$ cat config.mk
export PLATFORM = sky130hd
export DESIGN_NAME = piso_tx_flat
export DESIGN_NICKNAME = d
export VERILOG_FILES = /design/src/rtl/piso_tx_if.sv /design/src/rtl/piso_tx.sv /design/src/flat_wrapper.sv
export SDC_FILE = /design/constraint.sdc
export NUM_CORES = 1
export LEC_CHECK = 0
export BUFFER_PORTS_ARGS = -buffer_cell sky130_fd_sc_hd__buf_4
export CAP_MARGIN = 5
export CORE_MARGIN = 3
export CORE_UTILIZATION = 45
export DETAILED_ROUTE_END_ITERATION = 12
export PLACE_DENSITY = 0.69
export REMOVE_ABC_BUFFERS = 1
export SLEW_MARGIN = 5
export SYNTH_ARGS = -nofsm -noshare
export SYNTH_HDL_FRONTEND = slang
export SYNTH_SLANG_ARGS = --single-unit
export TNS_END_PERCENT = 10
$ cat constraint.sdc
create_clock -name clk -period 4.4 [get_ports clk]
set_input_delay 0.22 -clock clk [delete_from_list [all_inputs] [get_ports clk]]
set_output_delay 0.22 -clock clk [all_outputs]
set_load 0.005 [all_outputs]
$ cat src/rtl/piso_tx_if.sv
// Handshake and serial-line bundle for the parallel-in/serial-out transmitter.
interface piso_tx_if #(
    parameter int WIDTH = 8
);
    logic [WIDTH-1:0] din;
    logic             load;
    logic             ready;
    logic             dout;
    logic             dout_valid;
    logic             first;
    logic             last;
    logic             busy;

    modport master (
        output din, load,
        input  ready, dout, dout_valid, first, last, busy
    );

    modport slave (
        input  din, load,
        output ready, dout, dout_valid, first, last, busy
    );
endinterface

$ cat src/rtl/piso_tx.sv
// Parallel-in/serial-out transmitter: load/ready word intake, one bit per clock,
// first/last frame markers, gap-free back-to-back frames.
module piso_tx #(
    parameter int WIDTH     = 8,
    parameter bit MSB_FIRST = 1'b1
) (
    input  logic       clk,
    input  logic       rst_n,
    piso_tx_if.slave   bus
);
    localparam int CW = (WIDTH > 1) ? $clog2(WIDTH) : 1;
    localparam logic [CW-1:0] CNT_LAST = CW'(WIDTH - 1);

    typedef enum logic {
        IDLE,
        SHIFT
    } state_t;

    state_t           state, state_n;
    logic [WIDTH-1:0] sreg, sreg_n;
    logic [CW-1:0]    cnt, cnt_n;
    logic             shifting;
    logic             at_last;
    logic             ready;
    logic             accept;

    assign shifting = (state == SHIFT);
    assign at_last  = shifting && (cnt == CNT_LAST);
    // ready depends on registers only, so load never ripples into it
    assign ready    = (state == IDLE) || at_last;
    assign accept   = bus.load && ready;

    always_ff @(posedge clk or negedge rst_n) begin
        if (!rst_n) begin
            state <= IDLE;
            sreg  <= '0;
            cnt   <= '0;
        end else begin
            state <= state_n;
            sreg  <= sreg_n;
            cnt   <= cnt_n;
        end
    end

    always_comb begin
        state_n = state;
        sreg_n  = sreg;
        cnt_n   = cnt;
        case (state)
            IDLE: begin
                if (accept) begin
                    sreg_n  = bus.din;
                    cnt_n   = '0;
                    state_n = SHIFT;
                end
            end
            SHIFT: begin
                if (at_last) begin
                    if (accept) begin
                        sreg_n = bus.din;
                        cnt_n  = '0;
                    end else begin
                        sreg_n  = '0;
                        cnt_n   = '0;
                        state_n = IDLE;
                    end
                end else begin
                    sreg_n = MSB_FIRST ? {sreg[WIDTH-2:0], 1'b0} : {1'b0, sreg[WIDTH-1:1]};
                    cnt_n  = cnt + 1'b1;
                end
            end
            default: state_n = IDLE;
        endcase
    end

    assign bus.ready      = ready;
    assign bus.dout       = shifting && (MSB_FIRST ? sreg[WIDTH-1] : sreg[0]);
    assign bus.dout_valid = shifting;
    assign bus.busy       = shifting;
    assign bus.first      = shifting && (cnt == '0);
    assign bus.last       = at_last;
endmodule

$ cat src/flat_wrapper.sv
// flat-port wrapper written by rule: the top's interface ports become plain ports
module piso_tx_flat 
#(
    parameter int WIDTH     = 8,
    parameter bit MSB_FIRST = 1'b1
)
  (clk, rst_n, bus_din, bus_load, bus_ready, bus_dout, bus_dout_valid, bus_first, bus_last, bus_busy);
  piso_tx_if #(.WIDTH(WIDTH)) bus_i ();
  input  logic clk;
  input  logic rst_n;
  input wire logic [$bits(bus_i.din)-1:0] bus_din;
  input wire logic [$bits(bus_i.load)-1:0] bus_load;
  output wire logic [$bits(bus_i.ready)-1:0] bus_ready;
  output wire logic [$bits(bus_i.dout)-1:0] bus_dout;
  output wire logic [$bits(bus_i.dout_valid)-1:0] bus_dout_valid;
  output wire logic [$bits(bus_i.first)-1:0] bus_first;
  output wire logic [$bits(bus_i.last)-1:0] bus_last;
  output wire logic [$bits(bus_i.busy)-1:0] bus_busy;
  assign bus_i.din = bus_din;
  assign bus_i.load = bus_load;
  assign bus_ready = bus_i.ready;
  assign bus_dout = bus_i.dout;
  assign bus_dout_valid = bus_i.dout_valid;
  assign bus_first = bus_i.first;
  assign bus_last = bus_i.last;
  assign bus_busy = bus_i.busy;
  piso_tx #(.WIDTH(WIDTH), .MSB_FIRST(MSB_FIRST)) u_core (.clk(clk), .rst_n(rst_n), .bus(bus_i));
endmodule
# After elaboration in Yosys (flattened, before gate mapping)
# Index checks and enable logic that the tools add are counted.
[word_totals]
ff_bits = 12
latchBits = 0
ramBits = 0
romBits = 0
out_inout_bits = 6
wordCells = 23
n_memories = 0
[classes]
n_addsub = 1
n_mul = 0
div = 0
magnitude_cmp = 0
eq_ne = 2
shifts = 0
n_mux = 10
n_bitwise = 1
n_reduce_logical = 6
[ops]
columns = ["operator", "count"]
rows = [
  ["two-way mux 8 bit", 3],
  ["one-hot mux 8 bit (2 select lines)", 1],
  ["two-way mux 3 bit", 2],
  ["one-hot mux 3 bit (2 select lines)", 1],
  ["logical AND 1 bit", 4],
  ["adder 3 x 1 -> 3 bit (second input constant)", 1],
  ["equality test 3 bit (second input constant)", 1],
  ["zero test 3 bit", 1],
  ["two-way mux 1 bit", 2],
  ["inequality test 2 x 1 -> 1 bit (second input constant)", 1],
  ["one-hot mux 1 bit (2 select lines)", 1],
  ["logical OR 1 bit", 1],
  ["NOT 1 bit", 1],
]

# Longest topological paths before layout
# Gate-level depths: netlist of run 1.
[depth]
word_depth = 7
ltp_mapped = 6
mapped_depth_nobuf = 4

# Worst setup path after synthesis of run 1
# No wires, ideal clock.
[synth_timing]
path_kind = "register -> register"
start = "register u_core.cnt[0]"
end = "register u_core.sreg[1]"
arrival_time_ps = 1315
required_time_ps = 4314
path_slack_ps = 2999
stages_incl_launch_ff = 7
path_buffers = 2
period_less_slack_ps = 1401
cell_sequence = "dfrtp_1 -> ha_1 -> ha_1 -> buf_6 -> nand2b_4 -> buf_6 -> o221ai_2"
[synth_via]
elab_chain_cells = 7
word_cells_on_any_way = 8
classes_between = "eq/ne: 2; mux: 3; reduce/logical: 3"
[synth_lines]
columns = ["element", "line_no", "rtl"]
rows = [
  ["start, declared", "piso_tx.sv:21", "logic [CW-1:0] cnt, cnt_n;"],
  ["start signal, assigned", "piso_tx.sv:41", "cnt <= cnt_n;"],
  ["equality test 3 bit (*)", "piso_tx.sv:28", "assign at_last = shifting && (cnt == CNT_LAST);"],
  ["logical AND 1 bit (*)", "piso_tx.sv:28", ""],
  ["logical OR 1 bit (*)", "piso_tx.sv:30", "assign ready = (state == IDLE) || at_last;"],
  ["via bus_ready", "flat_wrapper.sv:13", "output wire logic [$bits(bus_i.ready)-1:0] bus_ready;"],
  ["logical AND 1 bit (*)", "piso_tx.sv:31", "assign accept = bus.load && ready;"],
  ["two-way mux 8 bit", "piso_tx.sv:59", "if (accept) begin"],
  ["two-way mux 8 bit", "piso_tx.sv:58", "if (at_last) begin"],
  ["one-hot mux 8 bit (2 select lines)", "piso_tx.sv:49", "case (state)"],
  ["end signal, assigned", "piso_tx.sv:40", "sreg <= sreg_n;"],
  ["end, declared", "piso_tx.sv:20", "logic [WIDTH-1:0] sreg, sreg_n;"],
]
# The timed path passes the listed nets; every way through them passes the cells marked *.
# A chain may end at the register's enable or synchronous reset.

# Worst setup path after layout of run 1
[layout_timing]
start = "register u_core.cnt[0]"
end = "output bus_ready"
[layout_via]
elab_chain_cells = 3
[layout_lines]
columns = ["element", "line_no"]
rows = [
  ["equality test 3 bit", "piso_tx.sv:28"],
  ["logical AND 1 bit", "piso_tx.sv:28"],
  ["logical OR 1 bit", "piso_tx.sv:30"],
  ["end, declared", "flat_wrapper.sv:13"],
]
# Every way passes these cells.

==> results of run 1 <==
[per-layer routing]
| metal | track usage | part of all wire | up-vias |
|---|---|---|---|
| met4 | 0.06818 | 0.0073 | 0 |
| met3 | 0.04688 | 0.060 | 2 |
| met2 | 0.1703 | 0.44 | 11 |
| met5 | 0 | 0 | - |
| met1 | 0.2005 | 0.49 | 248 |
| li1 | - | - | 263 |
[power by group through the flow]
| stage | clock network [mW] | registers, mW | logic [mW] |
|---|---|---|---|
| 2_1_floorplan | 0 | 0.183 | 0.143 |
| 3_3_place_gp | 0 | 0.189 | 0.203 |
| 3_5_place_dp | 0 | 0.191 | 0.209 |
| 4_1_cts | 0.0916 | 0.188 | 0.210 |
| 5_1_grt | 0.0981 | 0.194 | 0.231 |
| 6_report | 0.0869 | 0.188 | 0.206 |
[cell usage in the layout, fill, tap and decap left out, drive strengths merged]
cell,n
and2,2
clkbuf,4
o32ai,1
nand3,8
and3,1
buf,16
ha,3
o31ai,1
o22ai,1
o221ai,7
mux2i,8
nand2,1
nand2b,3
dlygate4sd3,1
dfrtp,12
o21ai,1
inv,11
[area by class of cell]
type                       instances  area [sq um]
clock buffer                       4         36.28
fill                             111         543.0
inverter                          11         41.29
multi-input combinational         37         345.3
sequential                        12         300.3
tap                               15         18.77
timing repair buffer              17         130.1
[cells by family (layout without fill, tap and decap cells)]
family                     count (synthesis)  count (layout)
buffers and inverters                     17              32
and+or+nand+nor                           15              15
DFF                                       12              12
AOI/OAI and AO/OA                         11              11
muxes                                      8               8
adders and majority gates                  3               3
[flip-flops by register name, summed over array words and instances, names as in the netlist]
| name | count |
|---|---|
| u_core.bus.busy | 1 |
| u_core.cnt | 3 |
| u_core.sreg | 8 |
[path summary, 6_finish.rpt]
check,cells past startpoint,end,startpoint
max reg2reg,4,u_core.sreg[1],u_core.cnt[0]
min reg2reg,1,u_core.cnt[0],u_core.cnt[0]
max,4,bus_ready,u_core.cnt[0]
max in group asynchronous,2,u_core.sreg[7],rst_n
min in group asynchronous,2,u_core.sreg[1],rst_n
min,3,u_core.sreg[0],bus_din[0]
[per-stage QoR]
step | power, mW | hold slack (ns)
finish | 0.4807 | 0.1969
global route | 0.5225 | 0.1858
CTS | 0.4894 | 0.1937
detailed placement | 0.3992 | 0.06957
global placement | 0.3928 | 0.06855
floorplan | 0.3266 | -0.07559
[worst register-to-register path, stage by stage (launching register included)]
cell	delay (ns)
dfrtp_1	0.42
ha_1	0.22
ha_1	0.30
nand2b_4	0.27
o221ai_2	0.21
==> results.yml, run 1 <==
synthesis:
  synthAdderAreaFrac: 0.05102
  synth-simple-area-share: 0.1207
  ys_top_cells_by_count: "dfrtp_1, inv_1, mux2i_1, nand3_1, o221ai_2"
  synth_cell_types: 18
  synth_area_sq_um: 735.7
  async_flop_share: 1.000
  yosysSeqAreaShare: 0.4082
  synth_edf_count: 0
  synth-xor-area-share: 0
  yosysMostFrequentCell: "dfrtp_1"
  ys_top_cells_by_area: "dfrtp_1, o221ai_2, mux2i_1, inv_1, nand3_1"
  synth_flop_cell: "dfrtp_1"
  synth_top_family_by_area: "compound AO/OA/AOI/OAI gates"
  avgSynthCellArea_sq_um: 11.15
  muxShareOfSynthArea: 0.1088
  ys_ff_latch: 12
  synth.top_cell.area_share: 0.4082
  synth_cells: 66
  synth_compound_area_frac: 0.1888
  yosys_warnings: 0
  synth_top_cell_by_area: "dfrtp_1"
layout:
  fin_cells: 96
  nets: 96
  post-route-util: 0.6163
  area_growth_pct: 18.54
  n_antenna_cell: 0
  final_layout_size_suffix_gt1_frac: 0.3580
  stdcell_area_sq_um: 872.1
clocking:
  cts_setup_buffers: 0
  numCtsBuffers: 3
  hold_buffers: 1
  cts_htree_levels: 1
  clockBufferDepth: 2
  cts_root_buf: "clkbuf_4"
  clock_latency_ns: 0.27
  clock-sinks: 12
  cts_resized: 0
  cts_tree: "done"
  clkTransAtPathRegs_ns: 0.08
worst_setup_path:
  crit_arrival_ns: 1.68
  slowest_delay_ns: 0.42
  r2r_slack_ns: 2.89
  start_kind: "flop"
  worst-path-buf-inv: 1
  end_kind: "output pin"
  criticalPathCategory: "reg2out"
  critical_path_peak_fanout: 11
  cpMaxStageDelayCell: "dfrtp_1"
  crit_chain: "ha_1 > ha_1 > nand2b_4 > buf_4"
  path_common_cell: "ha_1"
  cp_top_family: "adder cells"
  required_ns: 4.18
timing:
  setup-tns-final_ns: 0
  setup_slack_ns: 2.502
  final_hold_viol_count: 0
  relSlewSlack: 0.5366
  finalSetupViolations: 0
  fin_skew_ns: 0.003180
  fin_crit_ns: 1.898
  tightestPinTransition_ns: 0.6951
  period_share: 0.4313
  timing.fmax_ghz: 0.5269
  finalMaxSlewViolations: 0
  rsz0062_at_grt: "false"
floorplanning:
  ios: 17
  fp.dieW_um: 46.44
  rows: 13
  initial_core_util: 0.5199
  die_h_um: 46.44
  coreArea_sq_mm: 0.001415
  die_area_sq_mm: 0.002156
drt:
  post-route-drc-count: 0
  drtAntennaViolNets: 0
  routedWlPerCell_um: 12.84
  initialDrtViolationCount: 1
  vias: 524
  drtPass1Iterations: 4
  via_per_inst: 5.458
  wirelength_um: 1233
grt:
  grt_pass1_wl_um: 2021
  grt_start_max_net_pins: 21
  grt_pass1_vias: 439
  grtUsageTotal: 0.1357
  antenna_found_initial: 0
  grt_overflow: 0
place:
  portBuffers: 16
  place_congestion: 0.7153
  place_hpwl_um: 869.5
  detailedPlace.worstSlack_ns: 2.793
  place_area_sq_um: 825.8
  place_inst: 91
pwr:
  power.share.sequential: 0.391
  combPwrFrac: 0.428
  intPower_mw: 0.3122
  sw_frac_of_total: 0.3504
  power.net_switching_mw: 0.1685
  vdd_drop_max_mv: 0.3502
  p_per_area_mw_per_mm2: 551.2
  clkPwrFrac: 0.181
  power.leakage_nw: 0.4154
worst_hold_path:
  holdCritPathClass: "in2reg"
run_status:
  outcome: "finished, final reports clean"
run:
  cap_violations: 0
(Power assumes the default switching activity.)
==> run 2: changes to the inputs <==
- ABC_AREA: default -> 1
- clock period: 4.4 -> 1.8 ns (I/O delays scaled with it)
==> results.yml, run 2 <==
run_status:
  outcome: "finished, final reports clean"
timing:
  period_share: 0.9045
  fin_crit_ns: 1.628
  timing.hold.ws_ns: 0.03816
  finalSetupViolations: 0
  setup-tns-final_ns: 0
  final_hold_viol_count: 0
  fin_skew_ns: 0.008231
  rsz0062_at_grt: "false"
  timing.fmax_ghz: 0.6142
  tightestPinTransition_ns: 0.4102
  relSlewSlack: 0.7265
  finalMaxSlewViolations: 0
layout:
  area_growth_pct: 23.24
  nets: 126
  fillers: 136
  final_layout_size_suffix_gt1_frac: 0.2703
  layout_commonest_cell: "nand2_1"
  stdcell_area_sq_um: 855.8
  fin_cells: 126
  largest_reg_flops: 8
  n_antenna_cell: 0
  largest-register: "u_core.sreg"
  final_cell_mix: "nand2_1, buf_4, nor2_1"
drt:
  drtAntennaViolNets: 0
  routedWlPerCell_um: 10.67
  drtPass1Iterations: 4
  wirelength_um: 1345
  via_per_inst: 4.643
  vias: 585
  initialDrtViolationCount: 9
  post-route-drc-count: 0
worst_hold_path:
  min_to: "u_core.sreg[0]"
  worstHoldPathCells: 3
  holdCritPathClass: "in2reg"
  hp-start: "bus_din[0]"
worst_setup_path:
  criticalPathCategory: "reg2out"
  path_common_cell: "ha_1"
  r2r_slack_ns: 0.41
  cpMaxStageDelayCell: "dfrtp_1"
  crit_arrival_ns: 1.54
  slowest_delay_ns: 0.41
  start_kind: "flop"
  worst-path-buf-inv: 2
  crit_chain: "ha_1 > ha_1 > inv_2 > nand2_1 > buf_4"
  required_ns: 1.71
  ff2ff_path_depth: 6
  cp_top_family: "adder cells"
  end_kind: "output pin"
  critical_path_peak_fanout: 9
  r2r-start: "u_core.cnt[0]"
  r2r-end: "u_core.sreg[6]"
synthesis:
  avgSynthCellArea_sq_um: 7.467
  async_flop_share: 1.000
  synth.top_cell.area_share: 0.4324
  yosysSeqAreaShare: 0.4324
  ys_ff_latch: 12
  synth_cell_types: 15
  yosys_warnings: 0
  synth_cells: 93
  synth_area_sq_um: 694.4
  synth_flop_cell: "dfrtp_1"
  ys_top_cells_by_area: "dfrtp_1, nand2_1, nor2_1, nand3_1, inv_1"
  yosysMostFrequentCell: "nand2_1"
  ys_top_cells_by_count: "nand2_1, nor2_1, dfrtp_1, inv_1, nand3_1"
  synth_edf_count: 0
  synth_top_cell_by_area: "dfrtp_1"
floorplanning:
  die_h_um: 45.28
  die_area_sq_mm: 0.002050
  rows: 13
  ios: 17
  initial_core_util: 0.5082
  coreArea_sq_mm: 0.001366
  fp.dieW_um: 45.28
clocking:
  clock_latency_ns: 0.27
  clockBufferDepth: 2
  clkTransAtPathRegs_ns: 0.08
  cts_resized: 0
  clock-sinks: 12
  cts_htree_levels: 1
  numCtsBuffers: 3
  cts_tree: "done"
  cts_setup_buffers: 0
  cts_root_buf: "clkbuf_4"
grt:
  antenna_found_initial: 0
  grt_start_max_net_pins: 16
  grt_pass1_wl_um: 2249
  grtUsageTotal: 0.1566
  grt_overflow: 0
  grt_pass1_vias: 522
run:
  cap_violations: 0
place:
  place_inst: 121
  portBuffers: 16
  place_hpwl_um: 913.4
  place_congestion: 0.7689
  place_area_sq_um: 809.5
pwr:
  power.leakage_nw: 0.5120
  vdd_drop_max_mv: 0.8570
  p_per_area_mw_per_mm2: 1421
## run 2: changes by cell type after synthesis, sizes merged, moves of 7 or more
cell,delta
nor2,+23
nand2,+18
mux2i,-8
a21oi,+7
o221ai,-7
## run 2: timing repair
item | in CTS | in global routing
endpoints found under the setup margin | 0 | 0
hold buffers | 1 | 0
hold endpoints to repair | 12 | 0
## run 2: per-layer routing
layer,GRT usage,part of all wire,routed length (um),up-vias
met5,0,0,0,-
met4,0.1053,0.017,23,0
met3,0.02789,0.063,85,4
met2,0.2345,0.42,566,17
met1,0.2040,0.50,671,247
li1,-,-,-,317
## run 2: area by class of cell
cell class	instances	area, sq um	share of cell area
Sequential cell	12	300.3	0.3509
Clock buffer	4	36.28	0.04240
Timing Repair Buffer	18	137.6	0.1608
Tap cell	15	18.77	0.02193
Inverter	14	55.05	0.06433
Multi-Input combinational cell	63	307.8	0.3596
## run 2: worst max-delay path by stage
stage                           to           from  slack (ns)  cells past startpoint
finish                   bus_ready  u_core.cnt[0]        0.17                      5
global route             bus_ready  u_core.cnt[0]        0.09                      5
CTS                      bus_ready  u_core.cnt[0]        0.17                      5
detailed placement  u_core.sreg[2]  u_core.cnt[0]        0.42                      6
global placement    u_core.sreg[7]  u_core.cnt[0]        0.43                      6
floorplan           u_core.sreg[1]  u_core.cnt[0]        0.51                      6
## run 2: report_power, final
| group | internal (mW) | leakage [nW] | switching [mW] | total (mW) |
|---|---|---|---|---|
| sequential | 0.381 | 0.150 | 0.0823 | 0.464 |
| combinational | 0.253 | 0.341 | 0.286 | 0.540 |
| clock | 0.123 | 0.0210 | 0.0900 | 0.213 |
## run 2: kinds of logic after synthesis
logic type	Yosys count	share of synthesized area
buffers and inverters	18	0.1243
AO/OA/AOI/OAI	9	0.06486
AND/OR/NAND/NOR	51	0.3243
adder cells (fa/ha/maj)	3	0.05406
flip-flops	12	0.4324
## run 2: worst register-to-register path, cell delays in order (launching register included)
cell and delay, ns:
dfrtp_1 0.41, ha_1 0.21, ha_1 0.21, nand2_1 0.19, a21oi_1 0.10, nor2_1 0.12, nor2_2 0.04
## run 2: stage by stage
stage | utilization | power (mW) | setup slack (ns)
finish | 0.6264 | 1.217 | 0.1718
global placement | 0.5925 | 0.9941 | 0.4333
CTS | 0.6264 | 1.236 | 0.1672
detailed placement | 0.5925 | 1.008 | 0.4211
global route | 0.6264 | 1.343 | 0.08604
floorplan | - | 0.8223 | 0.5067
==> run 3: changes to the inputs <==
- CAP_MARGIN: 5 -> 30
- CTS_BUF_LIST: default -> sky130_fd_sc_hd__clkbuf_8
- clock period: 1.8 -> 1.9 ns (I/O delays scaled with it)
==> results.yml, run 3 (same netlist as run 2, synthesis figures left out) <==
timing:
  setup-tns-final_ns: 0
  fin_skew_ns: 0.004522
  rsz0062_at_grt: "false"
  final_hold_viol_count: 0
  period_share: 0.8385
  finalSetupViolations: 0
  fin_crit_ns: 1.593
  finalMaxSlewViolations: 0
  timing.hold.ws_ns: 0.08289
  setup_slack_ns: 0.3069
  relSlewSlack: 0.7375
  timing.fmax_ghz: 0.6277
  tightestPinTransition_ns: 0.3937
worst_setup_path:
  critical_path_peak_fanout: 9
  cpMaxStageDelayCell: "dfrtp_1"
  worst-path-buf-inv: 2
  slowest_delay_ns: 0.40
  criticalPathCategory: "reg2out"
  cp_top_family: "adder cells"
  start_kind: "flop"
  crit_chain: "ha_1 > ha_1 > inv_2 > nand2_1 > buf_4"
  crit_arrival_ns: 1.50
  required_ns: 1.80
  end_kind: "output pin"
  path_common_cell: "ha_1"
clocking:
  cts_htree_levels: 1
  clockBufferDepth: 2
  cts_resized: 0
  clock_latency_ns: 0.24
  cts_setup_buffers: 0
  clock-sinks: 12
  numCtsBuffers: 3
  clkTransAtPathRegs_ns: 0.06
  cts_tree: "done"
  cts_root_buf: "clkbuf_8"
grt:
  grtUsageTotal: 0.1558
  antenna_found_initial: 0
  grt_pass1_wl_um: 2270
  grt_pass1_vias: 536
  grt_overflow: 0
  grt_start_max_net_pins: 16
pwr:
  total_power_mw: 1.227
  vdd_drop_max_mv: 0.7458
  power.leakage_nw: 0.5198
  p_per_area_mw_per_mm2: 1402
drt:
  post-route-drc-count: 0
  via_per_inst: 4.611
  routedWlPerCell_um: 10.60
  drtPass1Iterations: 4
  initialDrtViolationCount: 7
  vias: 581
  drtAntennaViolNets: 0
  wirelength_um: 1336
layout:
  stdcell_area_sq_um: 874.6
  largest_reg_flops: 8
  final_cell_mix: "nand2_1, buf_4, nor2_1"
  post-route-util: 0.6401
  final_layout_size_suffix_gt1_frac: 0.2703
  n_antenna_cell: 0
  layout_commonest_cell: "nand2_1"
  nets: 126
  largest-register: "u_core.sreg"
  fin_cells: 126
  area_growth_pct: 25.95
floorplanning:
  die_area_sq_mm: 0.002050
  fp.dieW_um: 45.28
  initial_core_util: 0.5082
  rows: 13
  coreArea_sq_mm: 0.001366
  die_h_um: 45.28
  ios: 17
run:
  cap_violations: 0
place:
  detailedPlace.worstSlack_ns: 0.5211
  place_area_sq_um: 809.5
  place_congestion: 0.7688
  portBuffers: 16
  place_hpwl_um: 913.4
  place_inst: 121
run_status:
  outcome: "finished, final reports clean"
worst_hold_path:
  holdCritPathClass: "in2reg"
[run 3: cell count changes in the layout (fill, tap and decap cells not counted)]
cell      change
clkbuf_4      -3
clkbuf_8      +3
[run 3: power by group]
group | switching [mW] | internal (mW) | leakage, nW | total, mW
logic | 0.271 | 0.240 | 0.341 | 0.511
registers | 0.0771 | 0.362 | 0.150 | 0.439
clock network | 0.0932 | 0.183 | 0.0288 | 0.276
[run 3: repair_timing]
action / 4_1_cts / 5_1_grt
hold endpoints to repair: 12 / 0
endpoints found under the setup margin: 0 / 0
hold buffers: 1 / 0
[run 3: cell type report]
class | count | area (sq um)
Tap cell | 15 | 18.77
Multi-Input combinational cell | 63 | 307.8
Sequential cell | 12 | 300.3
Inverter | 14 | 55.05
Fill cell | 134 | 491.7
Timing Repair Buffer | 18 | 137.6
Clock buffer | 4 | 55.05
[run 3: final timing paths]
path / from / endpoint / slack, ns / cells after the start
max: u_core.cnt[0] / bus_ready / 0.31 / 5
min: bus_din[0] / u_core.sreg[0] / 0.08 / 3
max reg2reg: u_core.cnt[0] / u_core.sreg[6] / 0.51 / 6
max in group asynchronous: rst_n / u_core.cnt[2] / 1.51 / 2
min in group asynchronous: rst_n / u_core.sreg[1] / 0.23 / 2
min reg2reg: u_core.sreg[0] / u_core.sreg[0] / 0.48 / 2
[run 3: worst reg2reg max path, stage by stage (launching register included)]
cell and delay (ns):
dfrtp_1 0.40, ha_1 0.21, ha_1 0.21, nand2_1 0.19, a21oi_1 0.09, nor2_1 0.13, nor2_2 0.04
[run 3: metal layers]
metal  vias up  wire [um]  GRT usage
met5         -          0          0
met4         0         10    0.07018
met3         2         83    0.03984
met2        16        561     0.2429
met1       245        681     0.2015
li1        318          -          -
